`src/rtl/display_scheduler.sv`:
```
`default_nettype none
// display_scheduler: rotates four BCD readouts onto one scanned 4-digit seven-segment display.
// Optional macro LEADING_ZERO_BLANK_EN blanks leading zero digits in modes 0, 2 and 3.
module display_scheduler #(
    parameter int DWELL_SEC = 2,
    parameter int SCAN_DIV  = 50000
) (
    input  logic        sys_clk,
    input  logic        reset,
    input  logic        one_Hz_clk,
    input  logic        next_btn,
    input  logic        hold,
    input  logic [19:0] m0_bcd,
    input  logic [19:0] m1_bcd,
    input  logic [19:0] m2_bcd,
    input  logic [19:0] m3_bcd,
    input  logic        si_in,
    output logic [3:0]  an,
    output logic [6:0]  seg,
    output logic [1:0]  mode,
    output logic        si
);

    localparam int              SCAN_W     = (SCAN_DIV > 2) ? $clog2(SCAN_DIV) : 1;
    localparam logic [SCAN_W-1:0] SCAN_LAST = SCAN_W'(SCAN_DIV - 1);
    localparam logic [3:0]      DWELL_LAST = 4'(DWELL_SEC - 1);

    typedef enum logic [1:0] {
        S_STEPS  = 2'd0,
        S_DIST   = 2'd1,
        S_OVER32 = 2'd2,
        S_HIGH   = 2'd3
    } state_t;

    state_t              r_state;
    state_t              w_state_nxt;
    logic [3:0]          r_dwell;
    logic                r_si;
    logic [2:0]          r_hz_sync;
    logic [2:0]          r_btn_sync;
    logic                w_tick;
    logic                w_nxt;
    logic                w_adv;
    logic [3:0][4:0]     r_snap;
    logic                r_load_pend;
    logic [SCAN_W-1:0]   r_scan_cnt;
    logic [1:0]          r_idx;
    logic [3:0]          r_an;
    logic [6:0]          r_seg;
    logic [3:0]          w_blank;

    function automatic logic [19:0] f_pick(input state_t s, input logic [19:0] a,
                                           input logic [19:0] b, input logic [19:0] c,
                                           input logic [19:0] d);
        case (s)
            S_STEPS:  return a;
            S_DIST:   return b;
            S_OVER32: return c;
            default:  return d;
        endcase
    endfunction

    function automatic logic [6:0] f_dec(input logic [4:0] code);
        case (code)
            5'd0:    return 7'h40;
            5'd1:    return 7'h79;
            5'd2:    return 7'h24;
            5'd3:    return 7'h30;
            5'd4:    return 7'h19;
            5'd5:    return 7'h12;
            5'd6:    return 7'h02;
            5'd7:    return 7'h78;
            5'd8:    return 7'h00;
            5'd9:    return 7'h10;
            5'h1F:   return 7'h77;
            default: return 7'h7F;
        endcase
    endfunction

    // Two-flop synchronisers; the third bit is the previous value for edge detection.
    always_ff @(posedge sys_clk or negedge reset) begin
        if (!reset) begin
            r_hz_sync  <= '0;
            r_btn_sync <= '0;
        end else begin
            r_hz_sync  <= {r_hz_sync[1:0], one_Hz_clk};
            r_btn_sync <= {r_btn_sync[1:0], next_btn};
        end
    end

    assign w_tick = r_hz_sync[1] & ~r_hz_sync[2];
    assign w_nxt  = r_btn_sync[1] & ~r_btn_sync[2];
    assign w_adv  = w_nxt | (w_tick & ~hold & (r_dwell == DWELL_LAST));

    always_comb begin
        case (r_state)
            S_STEPS:  w_state_nxt = S_DIST;
            S_DIST:   w_state_nxt = S_OVER32;
            S_OVER32: w_state_nxt = S_HIGH;
            default:  w_state_nxt = S_STEPS;
        endcase
    end

    always_ff @(posedge sys_clk or negedge reset) begin
        if (!reset) begin
            r_state <= S_STEPS;
            r_dwell <= '0;
            r_si    <= 1'b0;
        end else begin
            if (w_adv) begin
                r_state <= w_state_nxt;
                r_dwell <= '0;
            end else if (w_tick && !hold) begin
                r_dwell <= r_dwell + 4'd1;
            end
            r_si <= (w_adv ? (w_state_nxt == S_STEPS) : (r_state == S_STEPS)) ? si_in : 1'b0;
        end
    end

    // Snapshot only changes on mode changes, ticks, or the first edge after reset.
    always_ff @(posedge sys_clk or negedge reset) begin
        if (!reset) begin
            r_snap      <= '0;
            r_load_pend <= 1'b1;
        end else if (w_adv) begin
            r_snap <= f_pick(w_state_nxt, m0_bcd, m1_bcd, m2_bcd, m3_bcd);
        end else if (w_tick) begin
            r_snap <= f_pick(r_state, m0_bcd, m1_bcd, m2_bcd, m3_bcd);
        end else if (r_load_pend) begin
            r_snap      <= m0_bcd;
            r_load_pend <= 1'b0;
        end
    end

`ifdef LEADING_ZERO_BLANK_EN
    logic [3:0] w_zero;
    always_comb begin
        for (int k = 0; k < 4; k++) begin
            w_zero[k] = (r_snap[k] == 5'd0);
        end
        w_blank    = 4'b0000;
        if (r_state != S_DIST) begin
            w_blank[3] = w_zero[3];
            w_blank[2] = w_zero[3] & w_zero[2];
            w_blank[1] = w_zero[3] & w_zero[2] & w_zero[1];
        end
    end
`else
    assign w_blank = 4'b0000;
`endif

    always_ff @(posedge sys_clk or negedge reset) begin
        if (!reset) begin
            r_scan_cnt <= '0;
            r_idx      <= '0;
            r_an       <= 4'b1111;
            r_seg      <= 7'h7F;
        end else begin
            if (r_scan_cnt == SCAN_LAST) begin
                r_scan_cnt <= '0;
                r_idx      <= r_idx + 2'd1;
            end else begin
                r_scan_cnt <= r_scan_cnt + 1'b1;
            end
            r_an  <= ~(4'b0001 << r_idx);
            r_seg <= w_blank[r_idx] ? 7'h7F : f_dec(r_snap[r_idx]);
        end
    end

    assign an   = r_an;
    assign seg  = r_seg;
    assign mode = r_state;
    assign si   = r_si;

endmodule
`default_nettype wire

```
`config.mk`:
```
export PLATFORM = sky130hd
export DESIGN_NAME = display_scheduler
export DESIGN_NICKNAME = d
export VERILOG_FILES = /design/src/rtl/display_scheduler.sv
export SDC_FILE = /design/constraint.sdc
export NUM_CORES = 1
export LEC_CHECK = 0
export CORE_MARGIN = 3
export CORE_UTILIZATION = 40
export CTS_CLUSTER_SIZE = 20
export DETAILED_ROUTE_END_ITERATION = 16
export MAX_ROUTING_LAYER = met4
export PLACE_DENSITY = 0.77
export SYNTH_ARGS = -nofsm -noshare
export SYNTH_HDL_FRONTEND = slang
export SYNTH_SLANG_ARGS = --single-unit
```
`constraint.sdc`:
```
create_clock -name sys_clk -period 1.9 [get_ports sys_clk]
set_clock_uncertainty 0.15 [all_clocks]
set_input_delay 0.285 -clock sys_clk [delete_from_list [all_inputs] [get_ports sys_clk]]
set_output_delay 0.285 -clock sys_clk [all_outputs]
set_load 0.1 [all_outputs]
```
== Yosys cells after proc, flatten, opt, wreduce, memory -nomap -nowiden ==
Memory sizes are Yosys's and may differ from the RTL's. A register that Yosys moved wholly into a read port is not among the register bits.
Cells that the tools add are included.

* Bits in registers: 56
* ROM bits: 224
* Bits of input ports: 86
* Memories: 1

* Add/subtract/negate cells: 3
* Order comparisons: 1
* Equal/unequal tests: 6
* Shift-type cells: 1
* Muxes and demuxes: 13
* Bitwise gates (word level): 11
* Reductions and logical operators: 8

{| class="wikitable"
|+ Memory list
! name !! words !! bits a word !! read ports !! clocked after memory_dff !! wr ports !! line !! source
|-
| (no name shown) || 32 || 7 || 1 || 1 || 0 || 64 || <nowiki>case (code)</nowiki>
|}

{| class="wikitable"
|+ Operators with widths
! cell !! number
|-
| $pmux 20 s3 || 2
|-
| $mux 20 || 3
|-
| $add 16x1->16 const B || 1
|-
| $eq 16x16->1 const B || 1
|-
| $mux 16 || 1
|-
| $bmux 5 s2 || 1
|-
| $mux 4 || 2
|-
| $pmux 2 s3 || 1
|-
| $mux 5 || 1
|-
| $not 1->1 || 5
|-
| $add 4x1->4 const B || 1
|-
| $and 1x1->1 || 4
|-
| $eq 2x1->1 const B || 2
|-
| $eq 2x2->1 const B || 2
|-
| $eq 4x1->1 const B || 1
|-
| $logic_not 2->1 || 2
|-
| $not 4->4 || 1
|-
| $shl 1x2->4 const A || 1
|-
| $lt 2x3->1 const B || 1
|-
| $reduce_bool 3->1 || 1
|-
| $add 2x1->2 const B || 1
|-
| $logic_not 1->1 || 2
|-
| $mux 1 || 2
|-
| $reduce_and 2->1 || 1
|-
| other kinds (3) || 3
|}

== Logic depth before layout (Yosys ltp) ==
* Depth in word-level cells: 7
* Mapped depth: 8
* Gate-level depth less buffers: 6

== Least setup slack after synthesis ==
OpenSTA, ideal clock, no wires.

* Kind: register to register
* Start: reg r_state[0] (netlist: mode[0])
* End: reg r_snap[10] (netlist name)
* Setup time: 0.135 ns
* Data arrival time: 2.392 ns
* Required time: 1.615 ns
* Setup slack: -0.776 ns
* Cell stages (with the launch flop): 9
* Path buffers: 2
* Clock period less this slack: 2.676 ns
* Cells stage by stage: dfrtp_1 > inv_1 > ha_1 > clkbuf_1 > clkbuf_1 > a222oi_1 > o21ai_0 > a22oi_1 > o31ai_1

* Longest elaborated chain between the ends: 5

{| class="wikitable"
|+ Ends and longest elaborated chain
! what !! line !! source
|-
| from (decl) || 35 || <nowiki>state_t r_state;</nowiki>
|-
| from (signal assigned) || 111 || <nowiki>r_state <= w_state_nxt;</nowiki>
|-
| $eq 2x2->1, or another cell as far along || 55, 96 ||
|-
| $pmux 2 s3 || 96 || <nowiki>case (r_state)</nowiki>
|-
| $eq 2x2->1, or another cell as far along || 55 || <nowiki>case (s)</nowiki>
|-
| $pmux 20 s3 || 55 ||
|-
| $mux 20 (*) || 125 || <nowiki>end else if (w_adv) begin</nowiki>
|-
| to (signal assigned) || 126 || <nowiki>r_snap <= f_pick(w_state_nxt, m0_bcd, m1_bcd, m2_bcd, m3_bcd);</nowiki>
|-
| to (signal assigned) || 128 || <nowiki>r_snap <= f_pick(r_state, m0_bcd, m1_bcd, m2_bcd, m3_bcd);</nowiki>
|-
| to (signal assigned) || 130 || <nowiki>r_snap <= m0_bcd;</nowiki>
|-
| to (decl) || 44 || <nowiki>logic [3:0][4:0] r_snap;</nowiki>
|}

Mark *: on every way between the ends. The rest lies on a longest branch, timed or not.
A chain may end at the register's enable or synchronous reset.

== Worst setup path after layout ==
* Start: reg r_state[0] (netlist: mode[0])
* End: reg r_snap[5] (netlist name)

The elaborated chain is that of the path after synthesis.

==> metrics <==
outcome=finished, violations left; failing checks=negative setup slack; Total Nets Final=657; gr usage total=0.223; TritonCTS Sinks=63; first-pass GRT wire length=19.8 mm; Tmin final=2.00 ns; Synth async-reset ratio=1.00; largest buffer count on any clock path=2; most common cell after layout, fill and taps aside=clkdlybuf4s50_1; cell count after synthesis=418; grt ovf=0; post-route clock period utilization=1.05; max-cap check violation count=0; Critical Path RT=1.96 ns; worst setup margin=-0.0968 ns; Via-to-Cell Ratio=slightly below 6; Mapped Nets=523; # diodes=0; Reg2Reg Depth=7; Std-Cell Rows=36; Post-synth top flop=dfrtp_1; Routed Wire Length=12.8 mm; vias in the first global route=4035; number of I/O port buffers=99; number of synthesized flops with an enable pin=0; vias after detailed routing=4085; main area contributors after synthesis=dfrtp_1 31%, a222oi_1 9.6%, dfstp_2 7.8%; Mean Syn Cell Area=9.70 um^2; drt drc=0; post-synthesis sequential element count=63; Area Overhead vs Synth=48.7%; Synth Warn #=0; Pleak=0.00241 uW; fmax=between 500 and 600 MHz; most frequent cells in the layout=84 x clkdlybuf4s50_1, 51 x nand2_1, 47 x dfrtp_1; power per standard cell area=around 1300 nW/um^2; CTS tree=built; CTS Buf Count=9; Initial Utilization=0.413; Final Wtd Congestion=0.879; Crit Path Category=register to register; Die Wd=107 um; Crit Path Max Fanout=6; die height=107 um; H-tree depth=3; critical path launch point type=register; fraction of layout cells with a size suffix above 1=0.248; dpl hpwl=8.80 mm; Synth top area share=0.315; Core Area=9820 um^2; CTS clk-pin slew, worst paths=0.07 ns; Unique masters post-synth=44; Placement Setup Slack=-0.100 ns; worst hold path class=register to register; antenna viol nets, final=0; relative slew slack=0.608; Final Setup Violations=2; Die ar.=11400 um^2; Pwr Total=around 7900 uW; cell taking the most area after synthesis=dfrtp_1; Post-Syn Area=between 4000 and 5000 um^2; pins over their slew limit=0; flop-to-flop setup slack=-0.1 ns; DRT iter0 DRCs=around 480; Final Hold Viols=0; hold path depth=0; slew at the pin closest to its max-slew limit=0.588 ns; # IOs=100; Pre-antenna DRT Iters=9; sequential area share after synthesis=0.393; nature of the critical path endpoint=register; RSZ-0062 raised after global routing=yes; Peak VDD IR=0.000945 V; Root Buffer=clkbuf_8; Arr. time, crit path=2.06 ns; DR WL/cell=approximately 19 um; later-pin clock latency in the skew report=~0.35 ns; initial antenna violation count=0; largest net degree at the start of global routing=26
flip-flops by register name, summed over array words and instances, names as in the netlist:
| register | flops |
|---|---|
| r_scan_cnt | 16 |
| r_dwell | 4 |
| an | 4 |
| si | 1 |
| r_hz_sync | 3 |
| r_idx | 2 |
| seg | 7 |
| mode | 2 |
| r_btn_sync | 3 |
| r_load_pend | 1 |
| r_snap | 20 |
timing repair:
action | 4_1_cts | 5_1_grt
hold endpoints to repair | 12 | 0
gates resized for setup | 10 | 37
endpoints found under the setup margin | 20 | 34
buffers inserted | 6 | 8
hold buffers | 1 | 0
pin swaps | 8 | 46
where the power goes:
| group | internal, uW | switching, uW | leakage (uW) |
|---|---|---|---|
| logic | 2190 | 2670 | 0.00156 |
| registers | 1720 | 277 | 0.000773 |
| clock network | 468 | 538 | 0.0000820 |
area by class of cell:
cell class                      count  area [um^2]
Clock buffer                       10          128
Clock inverter                      6         38.8
Fill cell                         809         3790
Inverter                           15         61.3
Multi-Input combinational cell    305         2350
Sequential cell                    63         1600
Tap cell                          133          166
Timing Repair Buffer              158         1680
per-stage QoR:
| step | util | setup TNS [ns] | area (um^2) | std cells | hold WS, ns |
|---|---|---|---|---|---|
| finish | 0.614 | -0.111 | 6030 | 690 | 0.203 |
| global route | 0.614 | -1.36 | 6030 | 690 | 0.204 |
| CTS | 0.599 | -0.0715 | 5880 | 682 | 0.204 |
| detailed placement | 0.572 | -0.585 | 5610 | 659 | 0.168 |
| global placement | 0.572 | -0.0767 | 5610 | 659 | 0.160 |
| floorplan | - | -3.17 | 4120 | 418 | -0.161 |
synth_stat cells, types with 2 or more instances:
library cell	number
nand2b_1	3
ha_1	19
o21ai_0	46
o31ai_1	19
nor2_1	17
inv_1	15
nor4_1	2
or4bb_1	2
nand4_1	6
dfrtp_1	51
mux4_2	4
buf_1	3
nand3_1	5
buf_6	2
xnor2_1	10
xor2_1	6
buf_2	3
nor3_1	3
a222oi_1	39
nand2_1	51
dfstp_2	12
nor2b_1	5
a22oi_1	20
o21a_1	3
a21oi_1	6
clkbuf_1	26
mux2i_1	23
worst max-delay path, cell delays in order (launching register included):
cell and delay [ns]:
dfrtp_4 0.45, inv_4 0.06, ha_4 0.21, buf_4 0.17, a222oi_1 0.35, o21ai_1 0.11
a22oi_1 0.25, o31ai_1 0.13
per-layer routing:
metal	global-route usage	wire [um]	vias to the layer above
li1	-	-	1871
met5	-	0	-
met4	0.0648	325	0
met2	0.383	6540	230
met3	0.0470	995	36
met1	0.267	4970	1948
cells by family (layout without fill, tap and decap cells):
logic type               count (synthesis)  count (layout)  synth area share
AO/OA/AOI/OAI                          140             140             0.254
XOR/XNOR                                16              16            0.0346
adder cells (fa/ha/maj)                 19              19            0.0586
buffers and inverters                   50             189            0.0518
flip-flops                              63              63             0.393
multiplexers                            30              30            0.0920
AND/OR/NAND/NOR                        100             100             0.116
worst paths after layout:
path                                from       endpoint
max                              mode[0]      r_snap[5]
min                        r_btn_sync[0]  r_btn_sync[1]
max reg2reg                      mode[0]      r_snap[5]
min reg2reg                r_btn_sync[0]  r_btn_sync[1]
max in group asynchronous          reset  r_scan_cnt[9]
min in group asynchronous          reset      r_snap[4]
No activity file was read; power rests on OpenSTA's default activity.
